File: config.mk
export PLATFORM = sky130hd
export DESIGN_NAME = crc_check_gen
export DESIGN_NICKNAME = d
export VERILOG_FILES = /design/src/rtl/crc_check_gen.sv
export SDC_FILE = /design/constraint.sdc
export NUM_CORES = 1
export LEC_CHECK = 0
export CAP_MARGIN = 20
export CORE_UTILIZATION = 35
export CTS_BUF_LIST = sky130_fd_sc_hd__clkbuf_4
export CTS_CLUSTER_DIAMETER = 30
export DETAILED_ROUTE_END_ITERATION = 10
export SLEW_MARGIN = 20
export SYNTH_ARGS = -nofsm -noshare
export SYNTH_HDL_FRONTEND = slang
export SYNTH_SLANG_ARGS = --single-unit
File: constraint.sdc
create_clock -name Clk -period 12.1 [get_ports Clk]
set_clock_uncertainty 0.2 [all_clocks]
set_input_delay 2.42 -clock Clk [delete_from_list [all_inputs] [get_ports Clk]]
set_output_delay 2.42 -clock Clk [all_outputs]
set_load 0.03 [all_outputs]
File: src/rtl/crc_check_gen.sv
// CRC-32 (IEEE 802.3) receive frame checker: beats pass through with 2-cycle latency, flags land on the Eof beat.
// Optional build macro STRIP_FCS_EN removes the 4 FCS bytes from the output stream.
module crc_check_gen #(
    parameter int          DATA_W   = 64,
    parameter logic [31:0] CRC_INIT = 32'hFFFFFFFF,
    parameter logic [31:0] RESIDUE  = 32'hC704DD7B,
    parameter int          MIN_LEN  = 64,
    localparam int         BYTES    = DATA_W / 8,
    localparam int         MOD_W    = $clog2(BYTES)
) (
    input  logic              Clk,
    input  logic              Reset,
    input  logic              InDv,
    input  logic [DATA_W-1:0] InD,
    input  logic              InSof,
    input  logic              InEof,
    input  logic [MOD_W-1:0]  InMod,
    input  logic              InErr,
    input  logic              CntClr,
    output logic              OutDv,
    output logic [DATA_W-1:0] OutD,
    output logic              OutSof,
    output logic              OutEof,
    output logic [MOD_W-1:0]  OutMod,
    output logic [2:0]        OutErr,
    output logic [31:0]       FrmCnt,
    output logic [31:0]       CrcErrCnt
);
    localparam logic [31:0]  POLY       = 32'h04C11DB7;
    localparam logic [MOD_W:0] FULL_LANES = (MOD_W+1)'(BYTES);

    // Lane 0 sits in the top byte; each byte is shifted in LSB first.
    function automatic logic [31:0] crc_fold(input logic [31:0] crc_in,
                                             input logic [DATA_W-1:0] data,
                                             input logic [MOD_W:0] lanes);
        logic [31:0] c;
        logic        fb;
        c = crc_in;
        for (int i = 0; i < BYTES; i++) begin
            if (i < int'(lanes)) begin
                for (int b = 0; b < 8; b++) begin
                    fb = c[31] ^ data[DATA_W - 8 - 8*i + b];
                    c  = {c[30:0], 1'b0} ^ (fb ? POLY : 32'h0);
                end
            end
        end
        return c;
    endfunction

    logic [31:0]      crc_reg, crc_base, crc_now;
    logic [15:0]      byte_cnt_reg, cnt_base, cnt_now;
    logic [16:0]      cnt_sum;
    logic             phy_reg, phy_now, in_frame_reg;
    logic             active, frame_end, runt_now;
    logic [MOD_W:0]   lanes_now;
    logic [2:0]       err_now;
    logic             drop_now;
    logic [MOD_W-1:0] mod_now;

    always_comb begin
        lanes_now = (InEof && InMod != '0) ? {1'b0, InMod} : FULL_LANES;
        active    = InDv && (InSof || in_frame_reg);
        frame_end = active && InEof;
        crc_base  = InSof ? CRC_INIT : crc_reg;
        crc_now   = crc_fold(crc_base, InD, lanes_now);
        cnt_base  = InSof ? 16'd0 : byte_cnt_reg;
        cnt_sum   = {1'b0, cnt_base} + 17'(lanes_now);
        cnt_now   = cnt_sum[16] ? 16'hFFFF : cnt_sum[15:0];
        phy_now   = InErr || (!InSof && phy_reg);
        runt_now  = cnt_now < 16'(MIN_LEN);
        err_now   = frame_end ? {phy_now, runt_now, crc_now != RESIDUE} : 3'b000;
    end

    always_ff @(posedge Clk or posedge Reset) begin
        if (Reset) begin
            crc_reg      <= CRC_INIT;
            byte_cnt_reg <= '0;
            phy_reg      <= 1'b0;
            in_frame_reg <= 1'b0;
        end else if (active) begin
            crc_reg      <= crc_now;
            byte_cnt_reg <= cnt_now;
            phy_reg      <= phy_now;
            in_frame_reg <= !InEof;
        end
    end

`ifdef STRIP_FCS_EN
    logic             s1_open_reg;
    logic [MOD_W-1:0] promo_mod;

    // An Eof beat holding only FCS bytes is dropped; the beat ahead of it closes the frame.
    // The promotion relies on that beat still sitting in stage 1 (no gap before a short Eof beat).
    always_comb begin
        drop_now  = frame_end && !InSof && (lanes_now <= (MOD_W+1)'(4));
        promo_mod = MOD_W'(BYTES - 4 + int'(lanes_now));
        if (frame_end && lanes_now <= (MOD_W+1)'(4))
            mod_now = '0;
        else if (frame_end)
            mod_now = MOD_W'(int'(lanes_now) - 4);
        else
            mod_now = InMod;
    end

    always_ff @(posedge Clk or posedge Reset) begin
        if (Reset)
            s1_open_reg <= 1'b0;
        else
            s1_open_reg <= active && !InEof;
    end
`else
    assign drop_now = 1'b0;
    assign mod_now  = InMod;
`endif

    logic              s1_dv_reg, s1_sof_reg, s1_eof_reg, s1_end_reg, out_end_reg;
    logic [DATA_W-1:0] s1_d_reg;
    logic [MOD_W-1:0]  s1_mod_reg;
    logic [2:0]        s1_err_reg;
    logic              keep;

    assign keep = InDv && !drop_now;

    always_ff @(posedge Clk or posedge Reset) begin
        if (Reset) begin
            s1_dv_reg  <= 1'b0;
            s1_d_reg   <= '0;
            s1_sof_reg <= 1'b0;
            s1_eof_reg <= 1'b0;
            s1_mod_reg <= '0;
            s1_err_reg <= 3'b000;
            s1_end_reg <= 1'b0;
        end else begin
            s1_dv_reg  <= keep;
            s1_d_reg   <= keep ? InD : '0;
            s1_sof_reg <= keep && InSof;
            s1_eof_reg <= keep && InEof;
            s1_mod_reg <= keep ? mod_now : '0;
            s1_err_reg <= drop_now ? 3'b000 : err_now;
            s1_end_reg <= frame_end && !drop_now;
        end
    end

    always_ff @(posedge Clk or posedge Reset) begin
        if (Reset) begin
            OutDv       <= 1'b0;
            OutD        <= '0;
            OutSof      <= 1'b0;
            OutEof      <= 1'b0;
            OutMod      <= '0;
            OutErr      <= 3'b000;
            out_end_reg <= 1'b0;
        end else begin
            OutDv       <= s1_dv_reg;
            OutD        <= s1_d_reg;
            OutSof      <= s1_sof_reg;
            OutEof      <= s1_eof_reg;
            OutMod      <= s1_mod_reg;
            OutErr      <= s1_err_reg;
            out_end_reg <= s1_end_reg;
`ifdef STRIP_FCS_EN
            if (s1_open_reg && drop_now) begin
                OutEof      <= 1'b1;
                OutMod      <= promo_mod;
                OutErr      <= err_now;
                out_end_reg <= 1'b1;
            end
`endif
        end
    end

    logic [31:0] frm_cnt_reg, crc_err_cnt_reg;

    always_ff @(posedge Clk or posedge Reset) begin
        if (Reset) begin
            frm_cnt_reg     <= '0;
            crc_err_cnt_reg <= '0;
        end else if (CntClr) begin
            frm_cnt_reg     <= '0;
            crc_err_cnt_reg <= '0;
        end else if (out_end_reg) begin
            if (frm_cnt_reg != 32'hFFFFFFFF)
                frm_cnt_reg <= frm_cnt_reg + 32'd1;
            if (OutErr[0] && crc_err_cnt_reg != 32'hFFFFFFFF)
                crc_err_cnt_reg <= crc_err_cnt_reg + 32'd1;
        end
    end

    assign FrmCnt    = frm_cnt_reg;
    assign CrcErrCnt = crc_err_cnt_reg;

endmodule
==> impl_metrics.ini <==
[global_routing]
grt_overflow = 0
track_usage = 0.223
antenna_found_initial = 1
grt_max_degree = 131
grt_first_pass_wirelength_um = 111000
grt_pass1_vias = 18905

[sta]
tightest_slew_ns = 0.908
rsz0062_at_grt = false
finalCritPeriodShare = 0.955
min_period_ns = 11.56
maxSlewHeadroom = 0.394
setup_ws_ns = 0.541
setup_tns_ns = 0
hold_violations = 0
fmax_mhz = 86.5
finalMaxSlewViolations = 0
setup_violations = 0

[clock_tree]
clockBufferDepth = 3
post_cts_resized = 0
clk_pin_slew_ns = 0.07
postCtsSetupBuffers = 0
cts-root-buf = clkbuf_4
worstSkewPairLatency_ns = 0.87
cts_hold_repair.buffers = 0
clkSinkCount = 262
cts.htree.levels = 3
cts_tree = built
cts-buffers-inserted = 79

[finish]
fin_cells = 3740
post-route-util = 0.449
nets = 2915
syn_to_final_growth_pct = 26.6
drive_above_1_share = 0.198
fillers = 6261

[logic_synthesis]
ys_seq_area_frac = 0.295
synth-async-reset-ratio = 1.00
ys_types = 106
synth_top_area_cell = dfrtp_1
ys_ff_latch = 262
yosys.area.top_type_share = 0.257
synthTopCellsByArea = dfrtp_1, xnor2_1, xnor3_1
synthCells = 2386
yosysWarnings = 0
synth_common_cells = xnor2_1, dfrtp_1, nor2_1, nand2_1, xor2_1
synth_nets = 2467
synth_top_flop_cell = dfrtp_1
synth_area_um2 = 22400
synth_edf_count = 0
postSynthAreaPerCell_um2 = 9.38
yosysMostFrequentCell = xnor2_1

[detailed_routing]
drt_wl_total_um = 72600
wl_per_cell_um = 19.4
ant_nets = 0
vias = 19111
drtIter0Drc = 1332
dr.pass1.iters = 5
viasPerCell = 5.11
drc = 0

[min_path]
holdCritPathClass = reg2reg

[floorplanning]
die_area_um2 = 65000
die_w_um = 255
ios = 211
fp-row-count = 92
die_h_um = 255
core_region_area_um2 = 63100
initial_core_util = 0.355

[critical_path]
cp.arrival_ns = 12.03
crit_fanout = 6
cp_slowest_stage_delay_ns = 0.54
criticalPathCategory = in2reg
cp-end-kind = flop
required_ns = 12.57
crit_top_cell = buf_4
cp-start-kind = primary input
worst_path_max_delay_cell = or4_1

[place]
place_ws_ns = -0.249
gp_congestion = 0.959
place_hpwl_um = 57100
dp_cells = 3599
port-buffer-count = 210

[outcome]
status = complete, no violations

[flow_run]
drv_cap = 0
## stage by stage
| stage | hold WS (ns) | cell area, µm² |
|---|---|---|
| floorplan | 0.131 | 22400 |
| global placement | 0.133 | 27200 |
| detailed placement | 0.135 | 27200 |
| CTS | 0.104 | 28300 |
| global route | 0.114 | 28300 |
| finish | 0.109 | 28300 |
## worst max-delay path: cells and delay by family
kind	cells	cell delay, ns
multiplexers	2	0.36
buffers and inverters	5	1.26
XOR/XNOR	14	4.11
AO/OA/AOI/OAI	7	1.87
AND/OR/NAND/NOR	7	1.94
## layout by cell type, fill, tap and decap left out, types with 12 or more instances in the layout
master	instances
buf_4	281
nand3_1	70
xnor3_1	70
nor2b_1	17
nand4_1	15
nand2_1	207
clkdlybuf4s50_1	207
clkinv_1	13
clkinv_2	15
nand2b_1	13
nor2_1	222
xor2_1	174
a211oi_1	23
and3_1	22
a31oi_1	18
xor3_1	13
dfstp_2	32
mux2_2	14
or3_1	31
inv_1	24
xnor2_1	345
and2_1	93
clkbuf_4	102
mux2i_1	57
o21ai_0	113
a21o_1	12
xnor2_2	19
dfrtp_1	230
a21oi_1	102
o211ai_1	41
nor3_1	42
## area by class of cell
type	count	area [µm²]	share of cell area
repair buffers	496	4300	0.152
clock buffers	102	766	0.0270
multi-input cells	1969	15200	0.536
clock inverters	38	312	0.0110
diodes	1	2.50	0.0000883
flip-flops and latches	262	6600	0.233
well taps	846	1060	0.0374
inverters	26	105	0.00371
## worst paths after layout
path	from	cells past startpoint	end	slack, ns
setup / recovery	InD[61]	35	s1_err_reg[0]	0.54
setup reg to reg	crc_reg[31]	34	s1_err_reg[0]	2.14
max in group asynchronous	Reset	3	OutD[31]	8.20
min in group asynchronous	Reset	2	FrmCnt[23]	1.96
hold reg to reg	s1_d_reg[55]	0	OutD[55]	0.11
hold / removal	s1_d_reg[55]	0	OutD[55]	0.11
## cells by family (layout without fill, tap and decap cells)
kind of cell | count (synthesis) | count (layout) | synth area share
xor gates and xnor gates | 645 | 645 | 0.327
other | 0 | 1 | 0
DFF | 262 | 262 | 0.295
adders and majority gates | 7 | 7 | 0.00425
and+or+nand+nor | 799 | 799 | 0.174
AOI/OAI and AO/OA | 444 | 444 | 0.136
buffers and inverters | 155 | 662 | 0.0292
muxes | 74 | 74 | 0.0352
## metal layers
| metal | routed length, µm | up-vias | global-route usage |
|---|---|---|---|
| met5 | 0 | - | 0 |
| met4 | 1820 | 0 | 0.0712 |
| met3 | 3910 | 92 | 0.0321 |
| met2 | 34200 | 586 | 0.366 |
| met1 | 32700 | 9302 | 0.303 |
| li1 | - | 9131 | - |
Power is left out: the tool's default activity adds up to more than one toggle a clock period on the data nets, which glitch-free logic cannot reach.
